**src/rtl/pipeline_ctrl.sv**
```systemverilog
// Hazard, stall, flush and redirect control for the five-stage pipeline.
// Request arbitration is combinational; only the wait states are registered.
module pipeline_ctrl #(
  parameter int MEM_TIMEOUT = 255,
  parameter int ADDR_WIDTH  = 32
) (
  input  logic                  clk,
  input  logic                  rst_n,
  input  logic                  load_use_hazard,
  input  logic                  branch_mispredict,
  input  logic [ADDR_WIDTH-1:0] branch_target,
  input  logic                  div_start,
  input  logic                  div_done,
  input  logic                  mem_req,
  input  logic                  mem_ack,
  input  logic                  exception_req,
  input  logic [ADDR_WIDTH-1:0] exception_vector,
  input  logic                  eret_req,
  input  logic [ADDR_WIDTH-1:0] epc,
  output logic [4:0]            stall,
  output logic [4:0]            flush,
  output logic                  global_flush,
  output logic                  redirect_valid,
  output logic [ADDR_WIDTH-1:0] redirect_pc,
  output logic                  div_abort,
  output logic                  bus_error,
  output logic [1:0]            state,
  output logic [31:0]           stall_cycles
);

  typedef enum logic [1:0] {
    RUN      = 2'd0,
    MEM_WAIT = 2'd1,
    DIV_WAIT = 2'd2
  } state_t;

  localparam int TW =
    ($clog2(MEM_TIMEOUT) > 8) ? $clog2(MEM_TIMEOUT) : 8;
  // The RUN entry cycle counts as the first cycle of the access, so the
  // counter hits MEM_TIMEOUT-1 as it increments past MEM_TIMEOUT-2.
  localparam logic [TW-1:0] TO_HIT = TW'(MEM_TIMEOUT - 2);

  localparam logic [4:0] ST_MEM = 5'b01111;
  localparam logic [4:0] FL_MEM = 5'b10000;
  localparam logic [4:0] ST_DIV = 5'b00111;
  localparam logic [4:0] FL_DIV = 5'b01000;
  localparam logic [4:0] ST_LU  = 5'b00011;
  localparam logic [4:0] FL_LU  = 5'b00100;
  localparam logic [4:0] FL_BR  = 5'b00110;

  state_t          cur;
  state_t          nxt;
  logic [TW-1:0]   tmo_cnt;
  logic            mem_stall;
  logic            tmo_hit;

  assign mem_stall = mem_req & ~mem_ack;
  assign tmo_hit   = (tmo_cnt == TO_HIT);
  assign state     = cur;

  always_ff @(posedge clk or negedge rst_n) begin
    if (!rst_n) cur <= RUN;
    else        cur <= nxt;
  end

  always_ff @(posedge clk or negedge rst_n) begin
    if (!rst_n)               tmo_cnt <= '0;
    else if (cur == MEM_WAIT) tmo_cnt <= tmo_cnt + 1'b1;
    else                      tmo_cnt <= '0;
  end

  always_ff @(posedge clk or negedge rst_n) begin
    if (!rst_n)     stall_cycles <= '0;
    else if (|stall) stall_cycles <= stall_cycles + 32'd1;
  end

  always_comb begin
    nxt = cur;
    unique case (cur)
      RUN: begin
        priority case (1'b1)
          exception_req:     nxt = RUN;
          eret_req:          nxt = RUN;
          mem_stall:         nxt = MEM_WAIT;
          branch_mispredict: nxt = RUN;
          div_start:         nxt = div_done ? RUN : DIV_WAIT;
          default:           nxt = RUN;
        endcase
      end
      MEM_WAIT: begin
        if (mem_ack || tmo_hit) nxt = RUN;
      end
      DIV_WAIT: begin
        if (exception_req || eret_req || div_done) nxt = RUN;
      end
      default: nxt = RUN;
    endcase
  end

  always_comb begin
    stall          = '0;
    flush          = '0;
    global_flush   = 1'b0;
    redirect_valid = 1'b0;
    redirect_pc    = '0;
    div_abort      = 1'b0;
    bus_error      = 1'b0;
    unique case (cur)
      RUN: begin
        priority case (1'b1)
          exception_req: begin
            global_flush   = 1'b1;
            redirect_valid = 1'b1;
            redirect_pc    = exception_vector;
          end
          eret_req: begin
            global_flush   = 1'b1;
            redirect_valid = 1'b1;
            redirect_pc    = epc;
          end
          mem_stall: begin
            stall = ST_MEM;
            flush = FL_MEM;
          end
          branch_mispredict: begin
            flush          = FL_BR;
            redirect_valid = 1'b1;
            redirect_pc    = branch_target;
          end
          div_start: begin
            if (!div_done) begin
              stall = ST_DIV;
              flush = FL_DIV;
            end
          end
          load_use_hazard: begin
            stall = ST_LU;
            flush = FL_LU;
          end
          default: ;
        endcase
      end
      MEM_WAIT: begin
        if (mem_ack) begin
        end else if (tmo_hit) begin
          bus_error = 1'b1;
        end else begin
          stall = ST_MEM;
          flush = FL_MEM;
        end
      end
      DIV_WAIT: begin
        if (exception_req || eret_req) begin
          global_flush   = 1'b1;
          redirect_valid = 1'b1;
          redirect_pc    = exception_req ? exception_vector : epc;
          div_abort      = 1'b1;
        end else if (!div_done) begin
          stall = ST_DIV;
          flush = FL_DIV;
        end
      end
      default: ;
    endcase
  end

endmodule

```
**config.mk**
```make
export PLATFORM = sky130hd
export DESIGN_NAME = pipeline_ctrl
export DESIGN_NICKNAME = d
export VERILOG_FILES = /design/src/rtl/pipeline_ctrl.sv
export SDC_FILE = /design/constraint.sdc
export NUM_CORES = 1
export LEC_CHECK = 0
export CORE_MARGIN = 8
export CORE_UTILIZATION = 39
export CTS_BUF_LIST = sky130_fd_sc_hd__clkbuf_16
export DETAILED_ROUTE_END_ITERATION = 10
export HOLD_SLACK_MARGIN = 0.05
export PLACE_DENSITY = 0.86
export SKIP_CTS_REPAIR_TIMING = 1
export SLEW_MARGIN = 20
export SYNTH_ARGS = -nofsm -noshare
export SYNTH_HDL_FRONTEND = slang
export SYNTH_SLANG_ARGS = --single-unit
```
**constraint.sdc**
```tcl
create_clock -name clk -period 6 [get_ports clk]
set_clock_uncertainty 0.2 [all_clocks]
set_input_delay 0.9 -clock clk [delete_from_list [all_inputs] [get_ports clk]]
set_output_delay 0.9 -clock clk [all_outputs]
set_load 0.005 [all_outputs]
```
* After elaboration in Yosys (flattened, before gate mapping)
Index checks and enable logic that the tools add are counted.
Word-level totals: flip-flop bits (word level) 42, output and inout port bits 80, word-level logic and storage cells 70
Cells by class: $add $sub $neg 2, eq/ne operators 5, multiplexer cells 52, bitwise logic cells 2, reduce and logical (&&, ||, !) cells 6
Operators by type and width (number):
- two-way mux 32 bit | 6
- one-hot mux 32 bit (2 select lines) | 1
- two-way mux 5 bit | 11
- adder 32 x 1 -> 32 bit (second input constant) | 1
- one-hot mux 5 bit (3 select lines) | 2
- two-way mux 4 bit | 6
- two-way mux 2 bit | 9
- two-way mux 1 bit | 11
- adder 8 x 1 -> 8 bit (second input constant) | 1
- == test 8 bit (second input constant) | 1
- two-way mux 8 bit | 1
- two-way mux 3 bit | 2
- one-hot mux 2 bit (3 select lines) | 1
- OR reduction 5 bit | 1
- one-hot mux 1 bit (2 select lines) | 2
- logical OR 1 bit | 3
- == test 2 x 1 -> 1 bit (second input constant) | 1
- == test 2 bit (second input constant) | 1
- zero test 2 bit | 1
- inequality test 2 x 1 -> 1 bit (second input constant) | 1
- inequality test 2 bit (second input constant) | 1
- AND reduction 2 bit | 1
- bitwise AND 1 bit | 1
- inverter 1 bit | 1

* Logic depth before layout (Yosys ltp)
depth in word-level cells 8, depth in mapped cells 8

* Worst setup path after synthesis
OpenSTA, ideal clock, no wires.
path kind input -> output, start point input exception_req, end point output stall[1], data arrival time 2078 ps, required time 4900 ps, setup slack 2822 ps, stages 6, cell sequence clkbuf_1 -> nor4_2 -> o21ai_1 -> nand4_1 -> buf_2 -> buf_4
Between the ends: word-level cells in the longest chain between the ends 3
Ends and longest elaborated chain:
- start, declared | line 16 | input logic exception_req,
- logical OR 1 bit | line 153 | if (exception_req || eret_req) begin
- two-way mux 5 bit | line 153
- one-hot mux 5 bit (3 select lines) (*) | line 108 | unique case (cur)
- end, declared | line 20 | output logic [4:0] stall,
Every way passes the cells marked *; elsewhere a longest branch is shown, timed or not.

* Final worst setup path
start point input exception_req, end point output stall[0]
The elaborated chain is that of the path after synthesis.

==> flow_metrics.env <==
export IMPL_maxCapViolCount=0
export IMPL_cts_root_buf="clkbuf_16"
export IMPL_clock_latency_ns=0.28
export IMPL_synth_area_um2=2790
export IMPL_dr_pass1_iters=4
export IMPL_final_area_um2=4810
export IMPL_finalHoldViolations=0
export IMPL_dpl_cell_area_um2=4670
export IMPL_antenna_cells=0
export IMPL_grt_use_total=0.214
export IMPL_die_x_um=101
export IMPL_static_leakage_power_nw=1.83
export IMPL_muxShareOfSynthArea=0.00762
export IMPL_syn2layout_area_growth_pct=72.3
export IMPL_initial_utilization=0.393
export IMPL_yosysWarnings=0
export IMPL_grt_pass1_wl_um=17100
export IMPL_synth_xor_area_frac=0.116
export IMPL_finalWorstSetupSlack_ns=1.63
export IMPL_required_ns=4.90
export IMPL_vias_per_cell=5.28
export IMPL_wl_per_cell_um=19.1
export IMPL_fillCellCount=577
export IMPL_cts_max_path_buffers=2
export IMPL_num_rows=31
export IMPL_worstPathArrival_ns=3.27
export IMPL_rsz0062_at_grt="false"
export IMPL_drc=0
export IMPL_coreArea_um2=7100
export IMPL_grt_max_degree=43
export IMPL_period_share=0.728
export IMPL_timing_fmax_mhz=229
export IMPL_ys_types=32
export IMPL_clock_sinks=42
export IMPL_wl_um=11300
export IMPL_worstMarginPinSlew_ns=0.903
export IMPL_h_tree_depth=2
export IMPL_synth_compound_area_frac=0.165
export IMPL_crit_fanout=35
export IMPL_ys_ff_latch=42
export IMPL_clkTransAtPathRegs_ns=0.06
export IMPL_syn_inst=317
export IMPL_synth_simple_area_share=0.275
export IMPL_gp_congestion=0.921
export IMPL_antenna_left=0
export IMPL_die_h_um=101
export IMPL_yosysTopAreaCellShare=0.377
export IMPL_synthFlopType="dfrtp_1"
export IMPL_syn_area_per_cell_um2=8.80
export IMPL_worstSetupStartpointType="primary input"
export IMPL_tritoncts="yes"
export IMPL_async_reset_ff_frac=1.00
export IMPL_num_nets_final=599
export IMPL_synthTopCellsByArea="dfrtp_1 38%, xnor2_1 10%, a22oi_1 8.3%"
export IMPL_ios=186
export IMPL_overflow=0
export IMPL_slew_headroom=0.398
export IMPL_outcome="completed"
export IMPL_vias=3113
export IMPL_dp_slack_ns=1.63
export IMPL_timing_final_crit_period_ns=4.37
export IMPL_synth_adder_area_share=0.0135
export IMPL_io_buffers=183
export IMPL_place_hpwl_um=9040
export IMPL_synth_edff_count=0
export IMPL_drive_above_1_share=0.0570
export IMPL_setup_viol=0
export IMPL_tns_ns=0
export IMPL_drtIter0Drc=81
export IMPL_hold_class="reg2reg"
export IMPL_p_per_area_nw_per_um2=175
export IMPL_crit_path_end_kind="output pin"
export IMPL_synth_top_area_cell="dfrtp_1"
export IMPL_criticalPathCategory="in2out"
export IMPL_cts_made_buffers=5
export IMPL_synth_seq_area_share=0.377
export IMPL_vdd_drop_max_mv=0.165
export IMPL_grt_pass1_vias=3111
export IMPL_synth_top_family_by_area="simple AND/OR/NAND/NOR gates"
export IMPL_antenna_found_initial=0
export IMPL_die_area_um2=10100
export IMPL_drv_slew=0
==> layer usage <==
layer / GRT usage / vias up / routed length (µm)
met5: 0 / - / 0
met4: 0.0686 / 0 / 267
met3: 0.0698 / 16 / 1020
met2: 0.380 / 134 / 5720
met1: 0.233 / 1490 / 4250
li1: - / 1473 / -
==> cell type report <==
class                      instances  area [µm²]  share of cell area
clock buffer                       5         125              0.0260
clock inverter                     3        16.3             0.00338
inverter                           3        11.3             0.00234
multi-input combinational        251        1620               0.338
sequential                        42        1050               0.219
tap                               99         124              0.0258
timing repair buffer             187        1860               0.386
==> through the flow <==
stage,hold WS [ns],power (mW),utilization,std cells
after floorplan,0.268,0.407,-,318
after global placement,0.270,0.584,0.657,582
after detailed placement,0.267,0.592,0.657,582
after CTS,0.279,0.851,0.677,590
after global routing,0.316,0.882,0.677,590
final,0.273,0.842,0.677,590
==> critical path, cell delays in order <==
cell and delay, ns:
clkdlybuf4s50_1 0.49, buf_4 0.38, nor4_4 0.08, nand2_1 0.16, nand4_1 0.58, clkdlybuf4s50_1 0.68
==> where the power goes <==
group | switching [mW] | internal (mW) | total, mW
Sequential | 0.0274 | 0.300 | 0.327
Clock | 0.105 | 0.152 | 0.257
Combinational | 0.0960 | 0.162 | 0.258
==> cells in the final DEF, fill, tap and decap left out, types with 2 or more instances in the layout <==
cell type / Yosys / final
and2_1: 4 / 4
nand4_1: 23 / 23
and3_1: 11 / 11
clkbuf_16: 0 / 5
ha_1: 3 / 3
nand2_1: 45 / 45
nor2b_1: 6 / 5
a21oi_1: 4 / 4
conb_1: 1 / 2
nand2b_1: 3 / 3
nor4_4: 3 / 3
a22oi_1: 31 / 31
nor3_1: 2 / 2
xnor2_1: 33 / 33
dfrtp_1: 42 / 42
nand3_2: 7 / 7
xor2_1: 4 / 4
nor2_1: 19 / 18
buf_4: 4 / 4
and4_1: 2 / 2
clkdlybuf4s50_1: 0 / 182
nand3_1: 9 / 9
o21ai_0: 33 / 33
inv_1: 3 / 3
==> Yosys cell counts (2+ instances only) <==
master / instances
nand2_1: 45
dfrtp_1: 42
o21ai_0: 33
xnor2_1: 33
a22oi_1: 31
nand4_1: 23
nor2_1: 19
clkbuf_1: 15
and3_1: 11
nand3_1: 9
nand3_2: 7
nor2b_1: 6
a21oi_1: 4
and2_1: 4
buf_4: 4
xor2_1: 4
ha_1: 3
inv_1: 3
nand2b_1: 3
nor4_4: 3
and4_1: 2
buf_6: 2
nor3_1: 2
==> kinds of logic after synthesis <==
kind of cell	Yosys count
muxes	2
DFF	42
xor gates and xnor gates	37
other	1
buffers and inverters	25
and+or+nand+nor	136
adders and majority gates	3
AOI/OAI and AO/OA	71
==> flip-flops by register name, indices dropped and copies added (netlist names) <==
name          flops
stall_cycles     32
state             2
tmo_cnt           8
==> final timing paths <==
path	slack [ns]	from	end	cells after the start
worst max-delay path	1.63	exception_req	stall[0]	6
worst min-delay path	0.27	stall_cycles[31]	stall_cycles[31]	1
worst max register to register	3.40	state[1]	stall_cycles[15]	5
worst min register to register	0.27	stall_cycles[31]	stall_cycles[31]	1
max in group asynchronous	4.49	rst_n	state[0]	1
min in group asynchronous	0.55	rst_n	stall_cycles[20]	1
Note: power is estimated with default switching activity, not from simulation.
